**config.mk**
```make
export PLATFORM = sky130hd
export DESIGN_NAME = conv_stream_tx
export DESIGN_NICKNAME = d
export VERILOG_FILES = /design/src/rtl/conv_stream_tx.sv
export SDC_FILE = /design/constraint.sdc
export NUM_CORES = 1
export LEC_CHECK = 0
export CAP_MARGIN = 0
export CORE_ASPECT_RATIO = 0.8
export CORE_MARGIN = 4
export CORE_UTILIZATION = 61
export DETAILED_ROUTE_END_ITERATION = 8
export PLACE_DENSITY_LB_ADDON = 0.12
export REMOVE_ABC_BUFFERS = 1
export SYNTH_ARGS = -nofsm -noshare
export SYNTH_HDL_FRONTEND = slang
export SYNTH_SLANG_ARGS = --single-unit
```
**constraint.sdc**
```tcl
create_clock -name clk -period 3.9 [get_ports clk]
set_input_delay 0.78 -clock clk [delete_from_list [all_inputs] [get_ports clk]]
set_output_delay 0.78 -clock clk [all_outputs]
set_load 0.02 [all_outputs]
```
**src/rtl/conv_stream_tx.sv**
```systemverilog
// conv_stream_tx: kernel coefficient bank plus pixel FIFO that feeds a convolver, kernel first, then one frame of pixels.
// Optional feature macro CONV_TX_UNDERRUN_ABORT_EN: abort the frame on pixel underrun instead of stalling.
module conv_stream_tx #(
  parameter int unsigned BITS         = 9,
  parameter int unsigned KERNEL_SIZE  = 3,
  parameter int unsigned FIFO_DEPTH   = 16,
  parameter int unsigned FRAME_PIXELS = 256
) (
  input  logic                          clk,
  input  logic                          reset_n,
  input  logic                          wr_valid,
  input  logic                          wr_sel,
  input  logic [BITS-1:0]               wr_data,
  output logic                          wr_ready,
  input  logic                          start,
  output logic                          kernel_write_en,
  output logic [BITS-1:0]               kernel_out,
  output logic                          img_write_en,
  output logic [BITS-1:0]               img_out,
  output logic                          busy,
  output logic                          done,
  output logic                          underrun,
  output logic [$clog2(FIFO_DEPTH):0]   fifo_level
);

  localparam int unsigned K   = KERNEL_SIZE * KERNEL_SIZE;
  localparam int unsigned KIW = (K > 1) ? $clog2(K) : 1;
  localparam int unsigned KCW = $clog2(K + 1);
  localparam int unsigned PW  = (FIFO_DEPTH > 1) ? $clog2(FIFO_DEPTH) : 1;
  localparam int unsigned LW  = $clog2(FIFO_DEPTH) + 1;

  typedef enum logic [2:0] {IDLE, KLOAD, FILL, STREAM, DONE} state_t;

  state_t          state;
  logic [BITS-1:0] kbank [K];
  logic [KIW-1:0]  kidx;
  logic [KCW-1:0]  kcnt;
  logic [BITS-1:0] fifo_mem [FIFO_DEPTH];
  logic [PW-1:0]   wr_ptr;
  logic [PW-1:0]   rd_ptr;
  logic [15:0]     pix_cnt;

  logic fifo_full;
  logic fifo_empty;
  logic push;
  logic pop;
  logic kwr;
  logic last_pix;
  logic fill_ok;

  // Kernel writes are blocked only while the bank is being streamed out; pixel writes only when full.
  assign fifo_full  = (fifo_level == LW'(FIFO_DEPTH));
  assign fifo_empty = (fifo_level == '0);
  assign wr_ready   = wr_sel ? (state != KLOAD) : !fifo_full;
  assign push       = wr_valid && wr_ready && !wr_sel;
  assign kwr        = wr_valid && wr_ready && wr_sel;
  assign pop        = (state == STREAM) && !fifo_empty;
  assign last_pix   = (pix_cnt == 16'(FRAME_PIXELS - 1));
  assign fill_ok    = fifo_full || (32'(fifo_level) >= (32'(FRAME_PIXELS) - 32'(pix_cnt)));

`ifndef CONV_TX_UNDERRUN_ABORT_EN
  assign underrun = 1'b0;
`endif

  always_ff @(posedge clk) begin
    if (!reset_n) begin
      state           <= IDLE;
      kidx            <= '0;
      kcnt            <= '0;
      wr_ptr          <= '0;
      rd_ptr          <= '0;
      fifo_level      <= '0;
      pix_cnt         <= '0;
      kernel_write_en <= 1'b0;
      kernel_out      <= '0;
      img_write_en    <= 1'b0;
      img_out         <= '0;
      busy            <= 1'b0;
      done            <= 1'b0;
`ifdef CONV_TX_UNDERRUN_ABORT_EN
      underrun        <= 1'b0;
`endif
      for (int i = 0; i < int'(K); i++) kbank[i] <= '0;
    end else begin
      kernel_write_en <= 1'b0;
      img_write_en    <= 1'b0;
      done            <= 1'b0;

      if (kwr) begin
        kbank[kidx] <= wr_data;
        kidx        <= (kidx == KIW'(K - 1)) ? '0 : kidx + KIW'(1);
      end

      if (push) begin
        fifo_mem[wr_ptr] <= wr_data;
        wr_ptr           <= (wr_ptr == PW'(FIFO_DEPTH - 1)) ? '0 : wr_ptr + PW'(1);
      end

      // A popped pixel appears on img_out the cycle after it leaves the FIFO.
      if (pop) begin
        rd_ptr       <= (rd_ptr == PW'(FIFO_DEPTH - 1)) ? '0 : rd_ptr + PW'(1);
        img_out      <= fifo_mem[rd_ptr];
        img_write_en <= 1'b1;
        pix_cnt      <= pix_cnt + 16'd1;
      end

      case ({push, pop})
        2'b10:   fifo_level <= fifo_level + LW'(1);
        2'b01:   fifo_level <= fifo_level - LW'(1);
        default: ;
      endcase

      case (state)
        IDLE: begin
          if (start) begin
            state           <= KLOAD;
            busy            <= 1'b1;
            kernel_write_en <= 1'b1;
            kernel_out      <= kbank[0];
            kcnt            <= KCW'(1);
            pix_cnt         <= '0;
          end
        end
        KLOAD: begin
          if (kcnt == KCW'(K)) begin
            state <= FILL;
          end else begin
            kernel_write_en <= 1'b1;
            kernel_out      <= kbank[KIW'(kcnt)];
            kcnt            <= kcnt + KCW'(1);
          end
        end
        FILL: begin
          if (fill_ok) state <= STREAM;
        end
        STREAM: begin
          if (pop && last_pix) begin
            state <= DONE;
            done  <= 1'b1;
          end
`ifdef CONV_TX_UNDERRUN_ABORT_EN
          if (fifo_empty) begin
            underrun <= 1'b1;
            state    <= IDLE;
            busy     <= 1'b0;
          end
`endif
        end
        DONE: begin
          state <= IDLE;
          busy  <= 1'b0;
        end
        default: state <= IDLE;
      endcase
    end
  end

endmodule

```
### After elaboration in Yosys (flattened, before gate mapping)

Memories as Yosys holds them, arrays and structs flattened. A register that Yosys moved wholly into a read port is not among the register bits.
Index checks and enable logic that the tools add are counted.

* add/subtract/negate cells: 8
* $lt $le $gt $ge: 1
* equal/unequal tests: 18
* multiplexer cells: 38
* reductions and logical operators: 20

Operator list (number)
* 16-bit 2-to-1 mux: 3
* 5-bit by 32-bit greater-or-equal comparator with 1-bit output: 1
* 4-bit 2-to-1 mux: 8
* 9-bit 2-to-1 mux: 3
* 9-bit case mux with 2 select lines: 1
* 9-bit by 16-bit subtractor with 17-bit output (first input constant): 1
* 16-bit by 1-bit adder with 16-bit output (second input constant): 1
* 4-bit by 1-bit adder with 4-bit output (second input constant): 4
* 16-bit by 8-bit equality test with 1-bit output (second input constant): 1
* 4-bit equality test (second input constant): 4
* 1-bit 2-to-1 mux: 14
* 3-bit 2-to-1 mux: 4
* 3-bit case mux with 4 select lines: 1
* 5-bit case mux with 2 select lines: 1
* 9-bit OR reduction: 1
* 2-bit inequality test (second input constant): 4
* 4-bit case mux with 2 select lines: 1
* 3-bit by 2-bit equality test with 1-bit output (second input constant): 2
* 2-bit nonzero test: 3
* 5-bit by 1-bit adder with 5-bit output (second input constant): 1
* 5-bit equality test (second input constant): 1
* 1-bit logical AND: 5
* 5-bit logical NOT: 1
* 5-bit by 1-bit subtractor with 5-bit output (second input constant): 1
* other kinds (13): 18

* flip-flop bits (word level): 53
* RAM bits: 225
* input bits: 14
* output and inout port bits: 29
* logic and storage cells: 99
* memories: 2

Memories
* fifo_mem: words 16, width 9, read ports 1, clocked after memory_dff 1, wr ports 1, RTL line 38 `logic [BITS-1:0] fifo_mem [FIFO_DEPTH];`
* kbank: words 9, width 9, read ports 2, clocked after memory_dff 1, wr ports 9, RTL line 35 `logic [BITS-1:0] kbank [K];`

### Depth between registers and ports, before layout

Gate-level depths: netlist of run 1.

* word-level depth: 10
* gate-level depth with buffers: 12

### Worst setup path before layout of run 1

No wires, ideal clock.

* path type: register to register
* start: register fifo_level[1]
* end: register fifo_level[4]
* setup time: 0.072 ns
* arrival time: 3.050 ns
* setup slack: 0.779 ns
* cell stages (with the launch flop): 13
* buffers on the path: 2
* path through: dfxtp_1 -> nor4_1 -> a21boi_0 -> buf_2 -> clkbuf_1 -> ha_1 -> inv_1 -> fa_1 -> nor2b_1 -> o21ai_0 -> and3_1 -> or4_1 -> a21oi_1

RTL lines
* start, declared: RTL line 23 `output logic [$clog2(FIFO_DEPTH):0] fifo_level`
* start signal, assigned: RTL line 108 `2'b10: fifo_level <= fifo_level + LW'(1);`
* start signal, assigned: RTL line 109 `2'b01: fifo_level <= fifo_level - LW'(1);`
* 5-bit logical NOT *: RTL line 53 `assign fifo_empty = (fifo_level == '0);`
* 1-bit logical NOT *: RTL line 57 `assign pop = (state == STREAM) && !fifo_empty;`
* 1-bit logical AND *: RTL line 57
* net pop: RTL line 46 `logic pop;`
* 2-bit by 1-bit equality test with 1-bit output or 2-bit equality test (tied branches): RTL line 107 `case ({push, pop})`
* 5-bit case mux with 2 select lines or 2-bit nonzero test (tied branches)

The timed path passes the listed nets; every way through them passes the cells marked *.
A chain may end at the register's enable or synchronous reset.

### Final worst setup path of run 1

* start: input wr_valid
* end: register fifo_level[4]

* cells in the longest elaborated chain, start to end: 4

Ends and longest elaborated chain
* start, declared: RTL line 11 `input logic wr_valid,`
* 1-bit logical AND * (2 in a row): RTL line 55 `assign push = wr_valid && wr_ready && !wr_sel;`
* 2-bit by 1-bit equality test with 1-bit output or 2-bit equality test (tied branches): RTL line 107
* 5-bit case mux with 2 select lines or 2-bit nonzero test (tied branches)

Mark *: on every way between the ends. The rest lies on a longest branch, timed or not.

==> results of run 1 <==
per-stage QoR:
| stage | setup slack (ns) | total power [mW] | utilization, % | instances | instance area, um2 |
|---|---|---|---|---|---|
| floorplan | 0.135 | 4.66 | - | 874 | 14600 |
| global placement | 0.418 | 4.93 | 66.7 | 1274 | 15700 |
| detailed placement | 0.386 | 4.95 | 66.7 | 1274 | 15700 |
| CTS | 0.816 | 8.44 | 71.8 | 1337 | 16900 |
| global route | 0.602 | 8.66 | 71.8 | 1337 | 16900 |
| finish | 0.766 | 8.39 | 71.8 | 1337 | 16900 |
layer usage:
metal	global-route usage, %	share of wire [%]
met1	37.6	42
met2	38.4	47
met3	6.76	9.0
met4	5.74	1.8
met5	0	0
worst max-delay path, cell delays in order:
cell             delay, ns
clkdlybuf4s50_1       0.48
nor2b_1               0.16
a21boi_1              0.23
clkinv_1              0.12
ha_1                  0.26
ha_1                  0.35
nor2b_1               0.18
o21ai_0               0.24
a21oi_1               0.14
or4_1                 0.48
a21oi_1               0.15
synthesized netlist by cell type, types with 3 or more instances:
cell type / count
nor3b_1: 4
buf_4: 7
xnor2_1: 11
clkbuf_1: 19
xor2_1: 15
a31oi_1: 10
ha_1: 22
nor3_1: 16
or3_1: 3
nor2b_1: 5
nand2b_1: 6
nand3_1: 11
a21oi_1: 19
mux4_2: 90
edfxtp_1: 288
and2_1: 84
dfxtp_1: 66
nor4_1: 9
buf_2: 8
nand4_1: 4
o21ai_0: 31
nand2_1: 63
inv_1: 15
mux2i_1: 4
and3_1: 5
nor2_1: 58
buf_1: 7
layout make-up:
class	count	area [um2]
Sequential cell	354	9970
Fill cell	1425	6660
Multi-Input combinational cell	503	4540
Clock buffer	40	937
Timing Repair Buffer	88	758
Tap cell	312	390
Clock inverter	23	268
Inverter	17	63.8
kinds of logic (layout without fill, tap and decap cells):
family                   Yosys count  after routing
multiplexers                      95             95
adder cells (fa/ha/maj)           23             23
other                              1              1
buffers and inverters             60            168
XOR/XNOR                          26             26
AO/OA/AOI/OAI                     74             74
flip-flops                       354            354
AND/OR/NAND/NOR                  284            284
sequential cells by signal (all words and copies together) (netlist names), named ones only:
| register | flops |
|---|---|
| kidx | 4 |
| img_write_en | 1 |
| kernel_write_en | 1 |
| kernel_out | 9 |
| rd_ptr | 4 |
| busy | 1 |
| pix_cnt | 16 |
| kcnt | 4 |
| wr_ptr | 4 |
| fifo_mem | 144 |
| state | 3 |
| kbank | 144 |
| img_out | 9 |
| done | 1 |
| fifo_level | 5 |
worst max path at each step:
stage,start,endpoint,slack (ns),cells past startpoint
2_1_floorplan,fifo_level[1],fifo_level[4],0.13,10
3_3_place_gp,wr_valid,fifo_level[4],0.42,11
3_5_place_dp,wr_valid,fifo_level[4],0.39,11
4_1_cts,wr_valid,fifo_level[4],0.82,11
5_1_grt,wr_valid,fifo_level[4],0.60,11
6_report,wr_valid,fifo_level[4],0.77,11
where the power goes:
group / leakage (nW) / switching [mW] / internal [mW]
logic: 1.77 / 0.386 / 0.285
clock network: 0.589 / 1.38 / 2.13
registers: 3.24 / 0.0528 / 4.16
total: 5.59 / 1.82 / 6.57
==> key figures, run 1 <==
Outcome
  • Outcome: finished, final reports clean

Placement
  • IO Port Bufs: 41
  • Hpwl dp: 20.9 mm
  • RePlAce Congestion: 0.894

Pwr
  • Worst ir drop on vdd: 0.000408 V
  • Leakage Power: 5.59 nW
  • Power Density: 496 mW/mm2

Yosys
  • Xor-xnor portion of the synthesized cell area: 1.54%
  • Ys async rst share: 0%
  • Mux cell area share after synthesis: 14.1%
  • Top FF cell, synth: edfxtp_1
  • Synth Area in Compound Gates: 3.00%
  • Yosys warns: 0
  • Synth area leader: edfxtp_1
  • Post-synth EDFFs: 288
  • #FFs+latches synth: 354
  • Post-synth cell types: 54
  • Largest family of logic cells by synthesized area: multiplexers
  • Synth Area per Inst: 16.1 um2
  • Sequential share of the synthesized area: 67.5%
  • Post-synth top area share: 58.6%
  • Post-Syn Instances: 917
  • Synthesized cell area: 0.0148 mm2
  • Synth Area in Simple Gates: 10.1%
  • Synth top area cells: edfxtp_1 (59%), mux4_2 (14%), dfxtp_1 (8.9%)
  • Adder and majority gate portion of the synthesized area: 2.00%

STA
  • Final setup fails: 0
  • Final Hold Viols: 0
  • Slew Limit Fails: 0
  • RSZ-0062 raised after global routing: no
  • Clock skew: 0.0250 ns
  • Setup total negative slack: 0 ns
  • Final hold slack: 0.459 ns
  • Fmax: 0.319 GHz
  • Least-Margin Pin Slew: 1.39 ns
  • Tcrit/Tclk final: 80.4%
  • Max transition margin: 7.31%
  • Min Tclk post-route: 3.13 ns

Hold path
  • Hold EP: img_out[5]
  • Hold Path Origin: img_out[5]
  • Worst hold path depth: 2
  • Hold crit path type: flip-flop to flip-flop

Floorplan
  • Die area: 0.0268 mm2
  • Boundary pin count: 43
  • Initial core utilization: 62.6%
  • CORE AREA: 0.0236 mm2
  • FP Rows: 50
  • Die height: 147 um
  • DIE WIDTH: 182 um

Layout
  • Ant. Diodes: 0
  • Synth-to-Final Area Change: 14.6%
  • Most common cell after layout, fill and taps aside: edfxtp_1
  • Final net count: 1,037
  • Most frequent cells in the layout: edfxtp_1 (288), mux4_2 (90), and2_1 (84)
  • Proportion of layout cells with a drive suffix above 1: 19.9%

Drt
  • DR pass1 iterations: 7
  • Final ANT Viol Nets: 0
  • Wirelength per Cell: 24.9 um
  • Via count: 8,395
  • DRC viols: 0
  • DR vias/cell: 6.28
  • Final wirelength: 33.2 mm
  • Initial DRC Count: 860

Setup path
  • Crit end category: flip-flop
  • Reg-to-Reg End: fifo_level[4]
  • FF-to-FF setup slack: 0.83 ns
  • Reg2reg start: fifo_level[0]
  • CP required: 4.32 ns
  • CP Launch Type: input pin
  • Worst EP arrival: 3.56 ns
  • R2R depth: 11
  • Worst Path Max Fanout: 4
  • CP Class: input pin to flip-flop

Global route
  • Tot GR Track Use: 25.3%
  • Number of global-route vias before repair: 8,561
  • First-pass GRT wire length: 51.3 mm
  • Antenna violations before repair: 0
  • Largest net degree at the start of global routing: 41
  • Total congestion overflow: 0

Clocking
  • Setup bufs post-CTS: 0
  • Hold buffer count at cts: 0
  • Clock transition at path regs: 0.06 ns
  • CTS Buffer Depth: 3
  • Root buf cell: clkbuf_16
  • Post-CTS sizing: 0
  • CTS sink count: 354
  • Total CTS buffers: 36
  • # H-tree levels: 2
  • Later-pin clock latency in the skew report: 0.51 ns
  • CTS tree: built

Job
  • Maxcap violations: 0
Note: power is estimated with default switching activity, not from simulation.
==> inputs of run 2 (changes only) <==
- CORE_UTILIZATION: 61 -> 55
- clock period: 3.9 -> 2.7 ns (I/O delays scaled with it)
==> key figures, run 2 (synthesized netlist as in run 1, its figures left out) <==
STA
  • Setup total negative slack: 0 ns (unchanged)
  • Min Tclk post-route: 2.58 ns
  • Clock skew: 0.0216 ns (-0.00336 ns)
  • Max transition margin: 52.0% (+45 points)
  • Final hold slack: 0.454 ns (-0.00557 ns)
  • Final Hold Viols: 0 (unchanged)
  • Tcrit/Tclk final: 95.5%
  • Fmax: 0.388 GHz
  • Least-Margin Pin Slew: 0.718 ns (-0.668 ns)
  • Slew Limit Fails: 0 (unchanged)
  • Final setup fails: 0 (unchanged)

Pwr
  • Worst ir drop on vdd: 0.000547 V (+34%)
  • Leakage Power: 5.86 nW (+4.8%)
  • Power Density: 703 mW/mm2 (+42%)
  • Final Power: 12.3 mW (+46%)

Drt
  • Final wirelength: 32.6 mm (-1.8%)
  • Wirelength per Cell: 22.8 um (-8.3%)
  • Final ANT Viol Nets: 0 (unchanged)
  • Via count: 8,390 (-0.060%)
  • Initial DRC Count: 952 (+11%)
  • DR vias/cell: 5.86 (-6.6%)
  • DRC viols: 0 (unchanged)
  • DR pass1 iterations: 5 (-2)

Setup path
  • Crit end category: flip-flop
  • CP Class: flip-flop to flip-flop
  • Worst EP arrival: 3.03 ns (-0.53 ns)
  • CP Launch Type: flip-flop
  • FF-to-FF setup slack: 0.12 ns (-0.71 ns)
  • Worst Path Max Fanout: 3 (-1)
  • Reg2reg start: fifo_level[3]
  • CP required: 3.15 ns (-1.17 ns)
  • Reg-to-Reg End: fifo_level[4]
  • R2R depth: 12 (+1)

Clocking
  • CTS Buffer Depth: 3 (unchanged)
  • CTS sink count: 354 (unchanged)
  • Later-pin clock latency in the skew report: 0.52 ns (about the same)
  • CTS tree: built
  • Total CTS buffers: 36 (unchanged)
  • Clock transition at path regs: 0.06 ns (about the same)
  • # H-tree levels: 2 (unchanged)
  • Root buf cell: clkbuf_16

Placement
  • IO Port Bufs: 41 (unchanged)
  • Hpwl dp: 21.6 mm (+3.2%)
  • RePlAce Congestion: 0.845 (-5.4%)

Hold path
  • Hold crit path type: flip-flop to flip-flop
  • Worst hold path depth: 2 (unchanged)
  • Hold EP: img_out[5]
  • Hold Path Origin: img_out[5]

Layout
  • Synth-to-Final Area Change: 18.2%
  • Proportion of layout cells with a drive suffix above 1: 23.8% (+3.9 points)
  • Regs by FF count: fifo_mem: 144 flops, kbank: 144 flops, pix_cnt: 16 flops
  • Final net count: 1,083 (+4.4%)
  • Most common cell after layout, fill and taps aside: edfxtp_1
  • Ant. Diodes: 0 (unchanged)
  • Most frequent cells in the layout: edfxtp_1 (288), mux4_2 (90), buf_4 (88)

Floorplan
  • Die area: 0.0296 mm2 (+10%)
  • DIE WIDTH: 191 um (+5.1%)
  • Initial core utilization: 56.1% (-6.5 points)
  • Die height: 155 um (+5.0%)
  • FP Rows: 53 (+6.0%)
  • Boundary pin count: 43 (unchanged)
  • CORE AREA: 0.0263 mm2 (+12%)

Job
  • Maxcap violations: 0 (unchanged)

Global route
  • Number of global-route vias before repair: 8,527 (-0.40%)
  • Largest net degree at the start of global routing: 41 (unchanged)
  • First-pass GRT wire length: 50.5 mm (-1.6%)
  • Tot GR Track Use: 22.7% (-2.6 points)
  • Antenna violations before repair: 1 (+1)
  • Total congestion overflow: 0 (unchanged)

Outcome
  • Outcome: finished, final reports clean
run 2: cell count changes in the layout (fill, tap and decap cells not counted), moves of 2 or more:
| cell | previous run | this run |
|---|---|---|
| buf_4 | 47 | 88 |
| clkinvlp_4 | 2 | 0 |
| buf_12 | 0 | 5 |
| clkinv_2 | 7 | 4 |
| nor2b_1 | 5 | 3 |
| clkinv_1 | 9 | 7 |
| clkbuf_1 | 3 | 9 |
| nor2b_2 | 0 | 2 |
| inv_2 | 0 | 2 |
| inv_6 | 0 | 3 |
run 2: layout make-up:
cell class | instances | area (um2)
flip-flops and latches | 354 | 9970
clock buffers | 47 | 973
clock inverters | 19 | 249
well taps | 357 | 447
inverters | 17 | 63.8
multi-input cells | 503 | 4570
repair buffers | 134 | 1170
fillers | 1783 | 8870
run 2: per-layer routing:
metal / GRT usage, % / share of wire, %
met1: 34.4 / 44
met2: 34.4 / 46
met3: 4.29 / 7.4
met4: 6.43 / 2.2
met5: 0 / 0
run 2: worst max-delay path by stage:
stage,endpoint,from,depth (start not counted),slack [ns]
after floorplan,fifo_level[4],fifo_level[1],10,-1.07
after global placement,fifo_level[4],wr_valid,11,-0.54
after detailed placement,fifo_level[4],wr_valid,11,-0.65
after CTS,fifo_level[4],fifo_level[0],12,0.005
after global routing,fifo_level[4],fifo_level[3],12,-0.007
final,fifo_level[4],fifo_level[3],12,0.12
run 2: stage by stage:
stage | utilization (%) | area [um2] | setup slack [ns] | std cells
final | 66.3 | 17500 | 0.121 | 1431
after floorplan | - | 14600 | -1.07 | 874
after CTS | 66.2 | 17400 | 0.00526 | 1429
after global routing | 66.3 | 17500 | -0.00712 | 1431
after detailed placement | 61.4 | 16200 | -0.653 | 1363
after global placement | 61.4 | 16200 | -0.543 | 1363
run 2: where the power goes:
part / total, mW / internal, mW / leakage (nW) / switching (mW)
logic: 1.03 / 0.476 / 2.02 / 0.559
clock network: 5.15 / 3.13 / 0.597 / 2.02
registers: 6.08 / 6.00 / 3.24 / 0.0707
run 2: worst max-delay path, cell delays in order, from the launching register on:
cell and delay, ns:
dfxtp_2 0.33, nor4_4 0.29, buf_4 0.17, a21boi_2 0.07, inv_2 0.11, ha_4 0.16
inv_2 0.05, fa_2 0.36, nor2b_2 0.13, o21ai_1 0.09, and3_1 0.21, or4_1 0.41
a21oi_1 0.13
run 2: repair_timing:
action / in CTS / in global routing
hold buffers: 0 / 0
setup endpoints to repair: 2 / 2
buffers inserted: 0 / 2
pin swaps: 0 / 3
resized for setup: 5 / 8
==> inputs of run 3 (changes only) <==
- CORE_UTILIZATION: 55 -> 65
- TNS_END_PERCENT: not set -> 5
- clock period: 2.7 -> 3.1 ns (I/O delays scaled with it)
==> key figures, run 3 (synthesized netlist as in run 1, its figures left out) <==
Global route
  • Number of global-route vias before repair: 8,670 (+1.7%)
  • Tot GR Track Use: 26.1% (+3.4 points)
  • Total congestion overflow: 0 (unchanged)
  • Largest net degree at the start of global routing: 41 (unchanged)
  • First-pass GRT wire length: 49.7 mm (-1.5%)
  • Antenna violations before repair: 0 (-1)

Placement
  • RePlAce Congestion: 0.890 (+5.3%)
  • Hpwl dp: 20.9 mm (-3.2%)
  • IO Port Bufs: 41 (unchanged)

Clocking
  • # H-tree levels: 2 (unchanged)
  • Setup bufs post-CTS: 0 (unchanged)
  • Root buf cell: clkbuf_16
  • CTS sink count: 354 (unchanged)
  • Later-pin clock latency in the skew report: 0.52 ns (about the same)
  • CTS Buffer Depth: 3 (unchanged)
  • Total CTS buffers: 35 (-2.8%)
  • Clock transition at path regs: 0.06 ns (about the same)
  • CTS tree: built

Job
  • Maxcap violations: 0 (unchanged)

Layout
  • Final Util: 76.0% (+9.7 points)
  • Final net count: 1,055 (-2.6%)
  • Synth-to-Final Area Change: 15.5%
  • Proportion of layout cells with a drive suffix above 1: 21.1% (-2.7 points)
  • Most common cell after layout, fill and taps aside: edfxtp_1
  • Most frequent cells in the layout: edfxtp_1 (288), mux4_2 (90), and2_1 (84)
  • Regs by FF count: fifo_mem: 144 flops, kbank: 144 flops, pix_cnt: 16 flops
  • Fill cells: 1,282 (-28%)
  • Ant. Diodes: 0 (unchanged)

Floorplan
  • CORE AREA: 0.0224 mm2 (-15%)
  • Die area: 0.0252 mm2 (-15%)
  • Initial core utilization: 65.8% (+9.7 points)
  • FP Rows: 49 (-7.5%)
  • Boundary pin count: 43 (unchanged)
  • Die height: 143 um (-7.6%)
  • DIE WIDTH: 177 um (-7.7%)

Setup path
  • Worst stage delay on the critical path: 0.50 ns (+0.09 ns)
  • Worst Path Max Fanout: 3 (unchanged)
  • FF-to-FF setup slack: 0.32 ns (+0.20 ns)
  • CP Launch Type: input pin
  • Critical path, cell by cell: clkdlybuf4s50_1 > nor2b_1 > a21boi_1 > clkinv_1 > ha_1 > ha_1 > nor2b_1 > o21ai_1 > a21oi_1 > or4_1 > a21oi_1
  • Crit end category: flip-flop
  • Critical path's slowest cell: or4_1
  • Worst EP arrival: 3.30 ns (+0.27 ns)
  • CP Class: input pin to flip-flop
  • CP required: 3.53 ns (+0.38 ns)

Pwr
  • Sw power: 2.28 mW (-14%)
  • Leakage Power: 5.67 nW (-3.1%)
  • Worst ir drop on vdd: 0.000441 V (-19%)
  • Switch share: 21.9% (+0.29 points)
  • Clock power frac: 40.8% (-1.2 points)
  • Pint: 8.12 mW (-16%)
  • Logic pwr share: 8.2% (-0.2 points)
  • Power Density: 610 mW/mm2 (-13%)
  • Seq pwr share: 51.0% (+1.5 points)

STA
  • Min Tclk post-route: 2.87 ns
  • Tcrit/Tclk final: 92.6%
  • Final setup fails: 0 (unchanged)
  • Max transition margin: 35.4% (-17 points)
  • Final hold slack: 0.463 ns (+0.00894 ns)
  • Slew Limit Fails: 0 (unchanged)
  • Fmax: 0.348 GHz
  • Least-Margin Pin Slew: 0.966 ns (+0.247 ns)
  • RSZ-0062 raised after global routing: no
  • Final Hold Viols: 0 (unchanged)
  • Clock skew: 0.0256 ns (+0.00394 ns)

Drt
  • Via count: 8,457 (+0.80%)
  • DRC viols: 0 (unchanged)
  • DR pass1 iterations: 5 (unchanged)
  • Wirelength per Cell: 23.7 um (+3.8%)
  • Initial DRC Count: 896 (-5.9%)
  • DR vias/cell: 6.26 (+6.8%)
  • Final ANT Viol Nets: 0 (unchanged)
  • Final wirelength: 32.0 mm (-2.0%)

Outcome
  • Outcome: finished, final reports clean

Hold path
  • Hold crit path type: flip-flop to flip-flop
==> run 3: timing repair <==
action | in CTS | in global routing
endpoints found under the setup margin | 0 | 1
gates resized for setup | 0 | 4
hold buffers | 0 | 0
==> run 3: worst paths after layout <==
path                    from  cells past startpoint             to
setup / recovery    wr_valid                     11  fifo_level[4]
hold / removal    img_out[6]                      2     img_out[6]
setup reg to reg    state[0]                     10  fifo_level[4]
hold reg to reg   img_out[6]                      2     img_out[6]
==> run 3: metrics by stage <==
stage	total power [mW]	cell area (um2)	TNS, ns	worst slack, ns	instances
final	10.4	17100	0	0.230	1351
after global placement	6.21	15900	-0.174	-0.174	1287
after floorplan	5.86	14600	-1.10	-0.665	874
after global routing	10.8	17100	0	0.0359	1351
after detailed placement	6.25	15900	-0.280	-0.280	1287
after CTS	10.5	17000	0	0.138	1351
==> run 3: per-layer routing <==
layer	global-route usage, %	up-vias	wire length (um)
met5	0	-	0
met4	6.76	0	688
met3	6.41	54	2950
met1	38.4	4290	13200
met2	40.5	402	15200
li1	-	3711	-
==> run 3: worst max-delay path, delay by kind of cell <==
kind / cells / cell delay (ns)
and+or+nand+nor: 3 / 0.83
AOI/OAI and AO/OA: 4 / 0.69
adders and majority gates: 2 / 0.55
buffers and inverters: 2 / 0.61
==> run 3: power by group through the flow <==
stage | Clock [mW] | Sequential, mW | Combinational, mW
after floorplan | 0 | 5.47 | 0.393
after detailed placement | 0 | 5.40 | 0.842
after global routing | 4.54 | 5.32 | 0.913
after global placement | 0 | 5.39 | 0.815
after CTS | 4.31 | 5.30 | 0.849
final | 4.24 | 5.30 | 0.854
==> run 3: cell type report <==
| class | instances | area [um2] | share of cell area (%) |
|---|---|---|---|
| sequential | 354 | 9970 | 58.5 |
| clock buffer | 45 | 945 | 5.54 |
| multi-input combinational | 503 | 4550 | 26.7 |
| timing repair buffer | 107 | 931 | 5.46 |
| tap | 306 | 383 | 2.24 |
| inverter | 17 | 63.8 | 0.374 |
| clock inverter | 19 | 209 | 1.23 |
